[src/rtl/framebuffer_page_ctrl_pkg.sv]
// rtl/framebuffer_page_ctrl_pkg.sv - shared FSM encoding and page geometry for the page-flip controller
package framebuffer_page_ctrl_pkg;

  typedef enum logic [1:0] {
    ST_IDLE       = 2'd0,
    ST_CLEAR      = 2'd1,
    ST_WAIT_FRAME = 2'd2
  } fb_state_e;

  localparam int FB_ADDR_A_WIDTH     = 12;
  localparam int FB_ADDR_B_WIDTH     = 11;
  localparam int FB_SWAP_COUNT_WIDTH = 8;
  localparam int FB_PAGE_BYTES       = 1 << FB_ADDR_A_WIDTH;
  localparam int FB_PAGE_WORDS       = 1 << FB_ADDR_B_WIDTH;

endpackage

[src/rtl/fb_clear_engine.sv]
// rtl/fb_clear_engine.sv - back-page fill pointer and latched fill byte, stalled by host writes
module fb_clear_engine
  import framebuffer_page_ctrl_pkg::*;
#(
  parameter int ADDR_WIDTH = FB_ADDR_A_WIDTH
) (
  input  logic                  clk_in,
  input  logic                  reset,
  input  logic                  i_start,
  input  logic [7:0]            i_value,
  input  logic                  i_run,
  input  logic                  i_stall,
  output logic                  o_write,
  output logic [ADDR_WIDTH-1:0] o_pointer,
  output logic [7:0]            o_value,
  output logic                  o_done
);

  logic [ADDR_WIDTH-1:0] r_pointer;
  logic [7:0]            r_value;

  assign o_write   = i_run & ~i_stall;
  // The pointer wraps back to zero on the final write, ready for the next fill.
  assign o_done    = o_write & (&r_pointer);
  assign o_pointer = r_pointer;
  assign o_value   = r_value;

  always_ff @(posedge clk_in or negedge reset) begin
    if (!reset) begin
      r_pointer <= '0;
      r_value   <= '0;
    end else if (i_start) begin
      r_pointer <= '0;
      r_value   <= i_value;
    end else if (o_write) begin
      r_pointer <= r_pointer + 1'b1;
    end
  end

endmodule

[src/rtl/framebuffer_page_ctrl.sv]
// rtl/framebuffer_page_ctrl.sv - double-buffer page flip, background clear and port-A arbitration
module framebuffer_page_ctrl
  import framebuffer_page_ctrl_pkg::*;
#(
  parameter int ADDR_A_WIDTH     = FB_ADDR_A_WIDTH,
  parameter int ADDR_B_WIDTH     = FB_ADDR_B_WIDTH,
  parameter int SWAP_COUNT_WIDTH = FB_SWAP_COUNT_WIDTH
) (
  input  logic                        clk_in,
  input  logic                        reset,
  input  logic [ADDR_A_WIDTH-1:0]     host_address,
  input  logic [7:0]                  host_data,
  input  logic                        host_write_enable,
  input  logic                        host_clk_enable,
  input  logic                        swap_request,
  input  logic                        clear_request,
  input  logic [7:0]                  clear_value,
  input  logic                        frame_end,
  input  logic [ADDR_B_WIDTH-1:0]     fetch_address,
  input  logic                        fetch_clk_enable,
  output logic [ADDR_A_WIDTH:0]       ram_a_address,
  output logic [7:0]                  ram_a_data,
  output logic                        ram_a_write_enable,
  output logic                        ram_a_clk_enable,
  output logic [ADDR_B_WIDTH:0]       ram_b_address,
  output logic                        ram_b_clk_enable,
  output logic                        front_page,
  output logic                        swap_pending,
  output logic                        clear_busy,
  output logic [SWAP_COUNT_WIDTH-1:0] swap_count
);

  fb_state_e                   r_state, w_next_state;
  logic                        r_front;
  logic                        r_swap_after_clear, w_swap_after_clear_next;
  logic [SWAP_COUNT_WIDTH-1:0] r_count;
  logic                        w_toggle;
  logic                        w_start;
  logic                        w_back;
  logic                        w_clear_write;
  logic                        w_clear_done;
  logic [ADDR_A_WIDTH-1:0]     w_clear_pointer;
  logic [7:0]                  w_clear_value;
  logic [ADDR_A_WIDTH:0]       r_a_address;
  logic [7:0]                  r_a_data;
  logic                        r_a_write_enable;
  logic                        r_a_clk_enable;

  assign w_back = ~r_front;

  fb_clear_engine #(.ADDR_WIDTH(ADDR_A_WIDTH)) u_clear (
    .clk_in    (clk_in),
    .reset     (reset),
    .i_start   (w_start),
    .i_value   (clear_value),
    .i_run     (r_state == ST_CLEAR),
    .i_stall   (host_write_enable),
    .o_write   (w_clear_write),
    .o_pointer (w_clear_pointer),
    .o_value   (w_clear_value),
    .o_done    (w_clear_done)
  );

  always_comb begin
    w_next_state            = r_state;
    w_swap_after_clear_next = r_swap_after_clear;
    w_start                 = 1'b0;
    w_toggle                = 1'b0;
    case (r_state)
      ST_IDLE: begin
        if (clear_request) begin
          w_next_state            = ST_CLEAR;
          w_start                 = 1'b1;
          w_swap_after_clear_next = swap_request;
        end else if (swap_request) begin
          w_next_state = ST_WAIT_FRAME;
        end
      end
      ST_CLEAR: begin
        if (swap_request) w_swap_after_clear_next = 1'b1;
        if (w_clear_done)
          w_next_state = w_swap_after_clear_next ? ST_WAIT_FRAME : ST_IDLE;
      end
      ST_WAIT_FRAME: begin
        if (frame_end) begin
          w_toggle                = 1'b1;
          w_swap_after_clear_next = 1'b0;
          w_next_state            = ST_IDLE;
        end
      end
      default: w_next_state = ST_IDLE;
    endcase
  end

  always_ff @(posedge clk_in or negedge reset) begin
    if (!reset) begin
      r_state            <= ST_IDLE;
      r_swap_after_clear <= 1'b0;
      r_front            <= 1'b0;
      r_count            <= '0;
    end else begin
      r_state            <= w_next_state;
      r_swap_after_clear <= w_swap_after_clear_next;
      if (w_toggle) begin
        r_front <= ~r_front;
        r_count <= r_count + 1'b1;
      end
    end
  end

  // Host owns port A whenever it writes; the clear engine only fills the gaps.
  always_ff @(posedge clk_in or negedge reset) begin
    if (!reset) begin
      r_a_address      <= '0;
      r_a_data         <= '0;
      r_a_write_enable <= 1'b0;
      r_a_clk_enable   <= 1'b0;
    end else if (host_write_enable) begin
      r_a_address      <= {w_back, host_address};
      r_a_data         <= host_data;
      r_a_write_enable <= 1'b1;
      r_a_clk_enable   <= host_clk_enable;
    end else if (w_clear_write) begin
      r_a_address      <= {w_back, w_clear_pointer};
      r_a_data         <= w_clear_value;
      r_a_write_enable <= 1'b1;
      r_a_clk_enable   <= 1'b1;
    end else begin
      r_a_address      <= {w_back, host_address};
      r_a_data         <= host_data;
      r_a_write_enable <= 1'b0;
      r_a_clk_enable   <= host_clk_enable;
    end
  end

  assign ram_a_address      = r_a_address;
  assign ram_a_data         = r_a_data;
  assign ram_a_write_enable = r_a_write_enable;
  assign ram_a_clk_enable   = r_a_clk_enable;
  assign ram_b_address      = {r_front, fetch_address};
  assign ram_b_clk_enable   = fetch_clk_enable;
  assign front_page         = r_front;
  assign swap_pending       = (r_state == ST_WAIT_FRAME) | r_swap_after_clear;
  assign clear_busy         = (r_state == ST_CLEAR);
  assign swap_count         = r_count;

endmodule
[config.mk]
export PLATFORM = sky130hd
export DESIGN_NAME = framebuffer_page_ctrl
export DESIGN_NICKNAME = d
export VERILOG_FILES = /design/src/rtl/framebuffer_page_ctrl_pkg.sv /design/src/rtl/fb_clear_engine.sv /design/src/rtl/framebuffer_page_ctrl.sv
export SDC_FILE = /design/constraint.sdc
export NUM_CORES = 1
export LEC_CHECK = 0
export CAP_MARGIN = 20
export CORE_ASPECT_RATIO = 0.8
export CORE_MARGIN = 1
export CORE_UTILIZATION = 45
export CTS_BUF_LIST = sky130_fd_sc_hd__clkbuf_8
export DETAILED_ROUTE_END_ITERATION = 6
export GPL_TIMING_DRIVEN = 0
export PLACE_DENSITY_LB_ADDON = 0.12
export SLEW_MARGIN = 0
export SYNTH_ARGS = -nofsm -noshare
export SYNTH_HDL_FRONTEND = slang
export SYNTH_SLANG_ARGS = --single-unit
export TNS_END_PERCENT = 100
[constraint.sdc]
create_clock -name clk_in -period 2.4 [get_ports clk_in]
set_input_delay 0.36 -clock clk_in [delete_from_list [all_inputs] [get_ports clk_in]]
set_output_delay 0.36 -clock clk_in [all_outputs]
set_load 0.005 [all_outputs]
==> flow_metrics.tcl, run 1 <==
set metrics [dict create \
    grt-ovfl-total 0 \
    whs_ns 0.4730 \
    drive_gt1_frac 0.1212 \
    fin_util 0.6754 \
    holdPathEnd "ram_a_data[1]$_DFF_PN0_" \
    violations "DRC" \
    synth_area_leaders "dfrtp_1, nand2_1, mux2_2" \
    arrival_ns 1.76 \
    syn_inst 239 \
    via_per_inst 4.913 \
    p_leak_nw 1.542 \
    antenna_left 0 \
    placed_area_um2 3346 \
    synth_compound_area_frac 0.03176 \
    yosysSeqAreaShare 0.5635 \
    async_flop_share 1.000 \
    pre_cts_slack_ns 0.2046 \
    crit_fanout 4 \
    clk_path_buf_depth 2 \
    vdd_drop_max_mv 0.4607 \
    min_period_over_period 0.8834 \
    finalHoldViolCount 0 \
    cts_tree "yes" \
    clock_skew_ns 0.01108 \
    clk_latency_ns 0.31 \
    fp.dieArea_um2 5728 \
    clk_pin_slew_ns 0.09 \
    slew_viol_final 0 \
    cts_setup_buffers 0 \
    min_from "u_clear.o_value[1]$_DFFE_PN0P_" \
    maxCapViolCount 0 \
    synth_top_family_by_area "simple AND/OR/NAND/NOR gates" \
    cp-end-kind "output pin" \
    r2r_cells 7 \
    syn_area_um2 2442 \
    yosys.area_share.simple 0.1942 \
    syn_to_final_growth_pct 41.65 \
    synth_nets 292 \
    start_util 0.4768 \
    setup_tns_ns 0 \
    regToRegSetupSlack_ns 0.40 \
    dp_cells 383 \
    coreArea_um2 5122 \
    totalWireLength_um 5037 \
    antenna_cells 0 \
    final_nets 382 \
    critPathLaunchType "flip-flop" \
    fin_area_um2 3460 \
    crit_required_ns 2.04 \
    ctsRootBufferMaster "clkbuf_8" \
    layout_setup_ws_ns 0.2799 \
    cts_buffers 5 \
    ys_ff_latch 55 \
    setup_viol 0 \
    yosys.area_share.adder 0.03074 \
    cp-startpoint "r_state[0]$_DFFE_PN0P_" \
    outcome "finished, violations left" \
    synth_edf_count 0 \
    synthMuxAreaShare 0.05943 \
    cts-hold-fix-buffers 1 \
    track_usage 0.1928 \
    r2r_start "r_state[1]$_DFFE_PN0P_" \
    num_io_pins 94 \
    synth_top_cell_area_share 0.5635 \
    worstSetupPathType "flip-flop to output pin" \
    avgSynthCellArea_um2 10.22 \
    hp-class "flip-flop to flip-flop" \
    drtIter0Drc 128 \
    die_w_um 84.37 \
    vias 1926 \
    timing.fmax_mhz 471.7 \
    grt_pass1_wl_um 8328 \
    route.detailed.drc 7 \
    post_drt_wl_per_cell_um 12.85 \
    ctsResizeCount 0 \
    grt_pass1_vias 1889 \
    rsz0062_at_grt "false" \
    power_mw 2.833 \
    antenna_found_initial 0 \
    ys_dominant_reg_cell "dfrtp_1" \
    power_density_nw_per_um2 819.0 \
    max_slew_margin 0.6837 \
    min_path_cells 2 \
    rows 23 \
    worst_pin_slew_ns 0.4744 \
    fin_cells 392 \
    io_buffers 81 \
    place_hpwl_um 3769 \
    cts.htree.levels 2 \
    worst_r2r_endpoint "u_clear.o_pointer[9]$_DFFE_PN0P_" \
    layout_min_cycle_time_ns 2.120 \
    yosysTopAreaCell "dfrtp_1" \
    cts_sinks 55 \
    yosysWarnings 0 \
    synth_xor_area_frac 0.05738 \
    drt_first_pass_iters 7 \
    ys_types 30 \
    grt_max_degree 39 \
    place.gp.congestion 0.7815 \
    die-height_um 67.90 \
]
==> critical path, cell delays in order (launching register included) <==
cell	delay (ns)
dfrtp_1	0.40
inv_1	0.07
ha_1	0.24
or2_2	0.30
clkdlybuf4s50_1	0.45
==> flip-flops by register name, summed over array words and instances (netlist names), 2 cells and up <==
| signal | flops |
|---|---|
| u_clear.o_value | 8 |
| ram_a_data | 8 |
| ram_a_address | 13 |
| r_state | 2 |
| swap_count | 8 |
| u_clear.o_pointer | 12 |
==> routing by layer <==
metal | part of all wire | track usage
met3 | 0.054 | 0.05549
met5 | 0 | 0
met1 | 0.43 | 0.2258
met4 | 0.0081 | 0.05720
met2 | 0.51 | 0.3535
==> power breakdown <==
part	total (mW)	switching, mW	leakage (nW)	internal (mW)
Sequential	1.30	0.148	0.680	1.15
Clock	0.562	0.299	0.0505	0.263
Combinational	0.975	0.384	0.811	0.591
==> area by class of cell <==
cell class                      instances  area [um^2]
Clock inverter                          1        7.507
Tap cell                               62        77.57
Multi-Input combinational cell        156        912.1
Inverter                                8        30.03
Fill cell                             415         1663
Buffer                                 20        123.9
Timing Repair Buffer                   83        835.8
Sequential cell                        55         1376
Clock buffer                            7        96.34
==> layout by cell type, fill, tap and decap left out, types with 6 or more instances in the layout <==
master / synthesis / layout
clkdlybuf4s50_1: 0 / 80
nand2_1: 67 / 67
dfrtp_1: 55 / 55
nor2_1: 15 / 15
xnor2_1: 13 / 13
buf_4: 13 / 13
mux2_2: 12 / 12
inv_1: 8 / 8
clkbuf_8: 0 / 7
ha_1: 6 / 6
==> cells in the mapped netlist (2+ instances only) <==
| library cell | number |
|---|---|
| dfrtp_1 | 55 |
| nand4_1 | 4 |
| nor2_1 | 15 |
| nor3_1 | 3 |
| o21ai_0 | 5 |
| nand4b_1 | 2 |
| a21oi_1 | 5 |
| xor2_1 | 3 |
| buf_4 | 13 |
| clkbuf_1 | 5 |
| xnor2_1 | 13 |
| nand2_1 | 67 |
| or3_1 | 2 |
| nand2b_1 | 3 |
| inv_1 | 8 |
| ha_1 | 6 |
| buf_1 | 2 |
| or2_2 | 3 |
| mux2_2 | 12 |
| nand3_1 | 3 |
==> logic make-up after synthesis <==
group | after synthesis
AOI/OAI and AO/OA | 13
xor gates and xnor gates | 16
adders and majority gates | 6
buffers and inverters | 28
DFF | 55
muxes | 13
and+or+nand+nor | 108
==> worst max-delay path by stage <==
| stage | endpoint | slack, ns | cells past startpoint |
|---|---|---|---|
| after floorplan | u_clear.o_pointer[9]$_DFFE_PN0P_ | 0.64 | 7 |
| after CTS | swap_pending | 0.26 | 4 |
| final | swap_pending | 0.28 | 4 |
| after global placement | swap_count[5]$_DFFE_PN0P_ | -0.72 | 1 |
| after detailed placement | u_clear.o_pointer[6]$_DFFE_PN0P_ | 0.20 | 5 |
| after global routing | swap_pending | 0.19 | 4 |
(Power assumes the default switching activity.)
==> run 2, diff against run 1 <==
Settings changed: ABC_AREA set to 1.
==> run 2 against run 1 <==
  * The flow now finishes without violations
  * Sequential power is essentially flat
  * Synthesized cell count grew 28%
  * Sequential share of layout area shrank 1.7 points
  * Final area grew 4.4%
  * Clock skew shrank 0.0045 ns
  * Die area grew 5.6%
  * Combinational power grew 9.7%
  * Wire length grew 12%
  * Power grew 4.7%
  * Maximum frequency shrank 0.61%
  * Worst setup slack lost 0.013 ns
==> flow_metrics.tcl, run 2 <==
set metrics [dict create \
    rows 24 \
    grt_max_degree 33 \
    largest_reg_flops 13 \
    timing.fmax_mhz 468.8 \
    setup_tns_ns 0 \
    min_period_over_period 0.8888 \
    cts_sinks 55 \
    num_io_pins 94 \
    final_cell_mix "nand2_1, clkdlybuf4s50_1, dfrtp_1" \
    outcome "completed" \
    synth_nets 359 \
    path_cells "inv_1, ha_1, or2_2, clkdlybuf4s50_1" \
    yosysWarnings 0 \
    grt_use_met2 0.3280 \
    avgSynthCellArea_um2 8.439 \
    cpMaxStageDelayCell "clkdlybuf4s50_1" \
    layout_min_cycle_time_ns 2.133 \
    fp.dieArea_um2 6047 \
    antenna_left 0 \
    drt_first_pass_iters 4 \
    cts_buffers 5 \
    cts_tree "yes" \
    synth.top_cells.by_count "nand2_1, dfrtp_1, inv_1, nor2_1, o21ai_0" \
    maxCapViolCount 0 \
    totalWireLength_um 5626 \
    final_nets 448 \
    drtIter0Drc 167 \
    cp-end-kind "output pin" \
    via_per_inst 4.683 \
    syn_inst 306 \
    cts_setup_buffers 0 \
    ctsRootBufferMaster "clkbuf_8" \
    clk_path_buf_depth 2 \
    slew_viol_final 0 \
    antenna_cells 0 \
    coreArea_um2 5495 \
    route.detailed.drc 0 \
    worst_r2r_endpoint "u_clear.o_pointer[8]$_DFFE_PN0P_" \
    post_drt_wl_per_cell_um 11.89 \
    regToRegSetupSlack_ns 0.73 \
    power_mw 2.968 \
    ys_ff_latch 55 \
    placed_area_um2 3506 \
    critPathLaunchType "flip-flop" \
    crit_fanout 4 \
    worst_pin_slew_ns 0.5434 \
    whs_ns 0.01716 \
    crit_required_ns 2.04 \
    rsz0062_at_grt "false" \
    layout_setup_ws_ns 0.2668 \
    track_usage 0.2022 \
    start_util 0.4699 \
    yosysSeqAreaShare 0.5329 \
    grt_use_met3 0.04643 \
    die_w_um 86.70 \
    power_density_nw_per_um2 821.6 \
    clock_skew_ns 0.006593 \
    vdd_drop_max_mv 0.3174 \
    cp-startpoint "r_state[0]$_DFFE_PN0P_" \
    finalHoldViolCount 0 \
    ys_types 28 \
    pre_cts_slack_ns 0.5975 \
    syn_to_final_growth_pct 39.87 \
    syn_area_um2 2582 \
    drive_gt1_frac 0.09873 \
    antenna_found_initial 0 \
    clk_pin_slew_ns 0.10 \
    grt_pass1_wl_um 9446 \
    cts-hold-fix-buffers 0 \
    synth_area_leaders "dfrtp_1, nand2_1, buf_4" \
    io_buffers 81 \
    cts.htree.levels 2 \
    r2r_cells 8 \
    die-height_um 69.76 \
    place.gp.congestion 0.8125 \
    yosysTopAreaCell "dfrtp_1" \
    yosysMostFrequentCell "nand2_1" \
    ctsResizeCount 0 \
    arrival_ns 1.77 \
    synth_edf_count 0 \
    p_leak_nw 1.743 \
    ys_dominant_reg_cell "dfrtp_1" \
    vias 2215 \
    use_met1 0.2666 \
    layout_commonest_cell "nand2_1" \
    grt_pass1_vias 2179 \
    top_usage_layer "met2" \
    r2r_start "r_state[1]$_DFFE_PN0P_" \
    slowest_delay_ns 0.45 \
    grt-ovfl-total 0 \
    setup_viol 0 \
    synth_top_cell_area_share 0.5329 \
    async_flop_share 1.000 \
    worstSetupPathType "flip-flop to output pin" \
    clk_latency_ns 0.31 \
    fin_area_um2 3612 \
    hp-class "input port to async pin" \
    place_hpwl_um 4234 \
    max_slew_margin 0.6377 \
]
==> run 2: changes by cell type in the layout (fill, tap and decap cells not counted), sizes merged, moves of 3 or more <==
cell / previous run / this run
nand2b: 3 / 0
nand2: 67 / 118
xnor2: 13 / 1
xor2: 3 / 6
mux2: 12 / 0
nor2: 15 / 25
nand3: 4 / 10
nor3: 3 / 6
or3: 3 / 0
inv: 8 / 27
o21ai: 5 / 16
clkbuf: 12 / 8
==> run 2: worst max-delay path by stage <==
stage	end	slack [ns]	cells after the start
global route	swap_pending	0.20	4
finish	swap_pending	0.27	4
CTS	swap_pending	0.25	4
floorplan	u_clear.o_pointer[8]$_DFFE_PN0P_	0.99	8
global placement	ram_a_data[4]$_DFF_PN0_	-0.71	1
detailed placement	swap_pending	0.60	4
==> run 2: kinds of logic (layout without fill, tap and decap cells) <==
logic type / after synthesis / in the layout / synth area share
AO/OA/AOI/OAI: 23 / 23 / 0.04749
XOR/XNOR: 7 / 7 / 0.02374
adder cells (fa/ha/maj): 6 / 6 / 0.02907
buffers and inverters: 48 / 137 / 0.09399
flip-flops: 55 / 55 / 0.5329
AND/OR/NAND/NOR: 167 / 167 / 0.2728
==> run 2: stage by stage <==
step,util,cells
2_1_floorplan,-,306
3_3_place_gp,0.6352,465
3_5_place_dp,0.6380,466
4_1_cts,0.6573,473
5_1_grt,0.6573,473
6_report,0.6573,473
==> run 2: routing by layer <==
| metal | up-vias | wire length [um] | share of wire |
|---|---|---|---|
| li1 | 1105 | - | - |
| met1 | 1017 | 2550 | 0.45 |
| met2 | 85 | 2643 | 0.47 |
| met3 | 8 | 354 | 0.063 |
| met4 | 0 | 78 | 0.014 |
| met5 | - | 0 | 0 |
==> run 2: cell type report <==
| type | count | area (um^2) |
|---|---|---|
| Buffer | 20 | 137.6 |
| Clock buffer | 5 | 68.82 |
| Clock inverter | 2 | 37.54 |
| Fill cell | 478 | 1883 |
| Inverter | 28 | 105.1 |
| Multi-Input combinational cell | 203 | 963.4 |
| Sequential cell | 55 | 1376 |
| Tap cell | 78 | 97.59 |
| Timing Repair Buffer | 82 | 825.8 |
==> run 2: worst max-delay path, delay by kind of cell, from the launching register on <==
| kind | cells | cell delay [ns] |
|---|---|---|
| flops | 1 | 0.41 |
| simple gates | 1 | 0.30 |
| buf+inv | 2 | 0.53 |
| fa+ha+maj | 1 | 0.23 |
==> run 2: report_power, final <==
group / leakage (nW) / internal (mW) / switching (mW)
combinational: 1.01 / 0.567 / 0.503
clock: 0.0502 / 0.305 / 0.297
sequential: 0.678 / 1.15 / 0.142
total: 1.74 / 2.03 / 0.942
==> run 3, diff against run 2 <==
Settings changed: SLEW_MARGIN 0 to 20, SYNTH_HIERARCHICAL set to 1.
==> run 3 against run 2 <==
  * Worst setup slack improved by 0.0032 ns
  * Sequential power about the same
  * Critical path type unchanged
  * Critical endpoint is now clear_busy
  * Non-clock buffer count is the same
  * Wire length increased by 4.0%
  * Largest cell class unchanged
  * Final area is 2.9% higher
  * Final cell count rose by 5.5%
  * Flip-flop and latch count did not move
  * Area after synthesis increased by 5.4%
  * Via count rose by 3.5%
  * Combinational power decreased by 6%
==> flow_metrics.tcl, run 3 <==
set metrics [dict create \
    coreArea_um2 5645 \
    worst_r2r_endpoint "r_state[1]$_DFFE_PN0P_" \
    final.fill_count 527 \
    min_period_over_period 0.8875 \
    yosysMostFrequentCell "nand2_1" \
    fp.dieArea_um2 6367 \
    yosysSeqAreaShare 0.5055 \
    antenna_left 0 \
    worst_pin_slew_ns 0.6795 \
    vias 2293 \
    fin_area_um2 3719 \
    maxCapViolCount 0 \
    cp-startpoint "r_state[1]$_DFFE_PN0P_" \
    async_flop_share 1.000 \
    pre_cts_slack_ns 0.2715 \
    cts_buffers 5 \
    via_per_inst 4.595 \
    setup_viol 0 \
    antenna_cells 0 \
    start_util 0.4823 \
    io_buffers 81 \
    yosysTopAreaCell "dfrtp_1" \
    largest_reg_flops 13 \
    path_cells "inv_1, ha_1, clkdlybuf4s50_1" \
    die_w_um 88.97 \
    vdd_drop_max_mv 0.4039 \
    grt_max_degree 56 \
    p_leak_nw 1.863 \
    drt_first_pass_iters 5 \
    die-height_um 71.57 \
    crit_required_ns 2.04 \
    ctsRootBufferMaster "clkbuf_8" \
    ctsResizeCount 0 \
    synth_nets 387 \
    synth_top_cell_area_share 0.5055 \
    synth_edf_count 0 \
    crit_fanout 7 \
    avgSynthCellArea_um2 8.201 \
    grt_pass1_wl_um 9846 \
    critPathLaunchType "flip-flop" \
    worstSetupPathType "flip-flop to output pin" \
    cts.htree.levels 2 \
    cp-end-kind "output pin" \
    place.gp.congestion 0.8710 \
    seqCellArea_um2 1376 \
    finalHoldViolCount 0 \
    rows 24 \
    grt-ovfl-total 0 \
    num_io_pins 94 \
    drtIter0Drc 123 \
    drive_gt1_frac 0.1140 \
    cts-hold-fix-buffers 0 \
    timing.fmax_mhz 469.5 \
    clock_skew_ns 0.01075 \
    track_usage 0.1991 \
    place_hpwl_um 4477 \
    antenna_found_initial 0 \
    max_slew_margin 0.5470 \
    synth.top_cells.by_count "nand2_1, dfrtp_1, inv_1, nand3_1, nor2_1" \
    syn_area_um2 2723 \
    post_drt_wl_per_cell_um 11.72 \
    slowest_delay_ns 0.57 \
    outcome "completed" \
    cts_tree "yes" \
    r2r_cells 15 \
    ys_types 24 \
    ys_dominant_reg_cell "dfrtp_1" \
    final_nets 475 \
    placed_area_um2 3628 \
    totalWireLength_um 5850 \
    arrival_ns 1.77 \
    grt_pass1_vias 2218 \
    hp-class "input port to async pin" \
    setup_tns_ns 0 \
    yosysWarnings 6 \
    slew_viol_final 0 \
    multi_input_area_um2 1059 \
    cts_setup_buffers 0 \
    syn_inst 332 \
    layout_min_cycle_time_ns 2.130 \
    regToRegSetupSlack_ns 0.38 \
    r2r_start "r_state[1]$_DFFE_PN0P_" \
    final_cell_mix "nand2_1, clkdlybuf4s50_1, dfrtp_1" \
    cts_sinks 55 \
    synth_area_leaders "dfrtp_1, nand2_1, nand3_1" \
    ys_ff_latch 55 \
    layout_setup_ws_ns 0.2700 \
    clk_latency_ns 0.31 \
    clk_path_buf_depth 2 \
    route.detailed.drc 0 \
    syn_to_final_growth_pct 36.58 \
    layout_commonest_cell "nand2_1" \
    cpMaxStageDelayCell "clkdlybuf4s50_1" \
    clk_pin_slew_ns 0.10 \
    rsz0062_at_grt "false" \
    power_density_nw_per_um2 752.4 \
]
run 3: cell count changes after synthesis, moves of 3 or more:
cell,change
inv_1,+10
nor3_1,-5
nand2_1,+4
xor2_1,-3
o21ai_0,-10
nand3_1,+21
clkbuf_1,-3
buf_2,+6
run 3: worst max-delay path by stage:
stage	end	slack [ns]	depth (start not counted)
after floorplan	r_state[1]$_DFFE_PN0P_	0.65	15
after global placement	r_swap_after_clear$_DFFE_PN0P_	-0.72	1
after detailed placement	r_state[1]$_DFFE_PN0P_	0.27	15
after CTS	clear_busy	0.24	3
after global routing	r_state[1]$_DFFE_PN0P_	0.12	15
final	clear_busy	0.27	3
run 3: power by group:
group,total (mW),switching [mW],internal [mW]
clock network,0.509,0.302,0.206
logic,1.01,0.490,0.524
registers,1.28,0.147,1.13
total,2.80,0.940,1.86
run 3: routing by layer:
metal	global-route usage	routed length, um
met1	0.2741	2778
met5	0	0
met4	0.03704	40
met2	0.3291	2664
met3	0.04263	366
run 3: cells by family (layout without fill, tap and decap cells):
kind of cell | Yosys count | in the layout | share of synthesized area
compound gates | 14 | 14 | 0.02574
mux | 1 | 1 | 0.004136
flops | 55 | 55 | 0.5055
simple gates | 188 | 188 | 0.3061
buf+inv | 61 | 150 | 0.1057
fa+ha+maj | 8 | 8 | 0.03677
xor+xnor | 5 | 5 | 0.01609
run 3: area by class of cell:
cell class              instances  area share
plain buffers                  21     0.03701
inverters                      40     0.04038
flip-flops and latches         55      0.3701
clock inverters                 3    0.005720
well taps                      78     0.02624
repair buffers                 81      0.2174
clock buffers                   5     0.01851
multi-input cells             216      0.2847
run 3: metrics by stage:
step                utilization  cells  power [mW]  hold WS [ns]
floorplan                     -    332       1.824       0.06441
global placement         0.6432    491       2.274        0.4516
detailed placement       0.6427    491       2.319        0.4510
CTS                      0.6587    499       2.826        0.1151
global route             0.6587    499       3.011        0.1393
finish                   0.6587    499       2.798       0.08376
run 3: worst max-delay path: cells and delay by family, from the launching register on:
family	cells	cell delay [ns]
adder cells (fa/ha/maj)	1	0.36
buffers and inverters	2	0.70
flip-flops	1	0.42
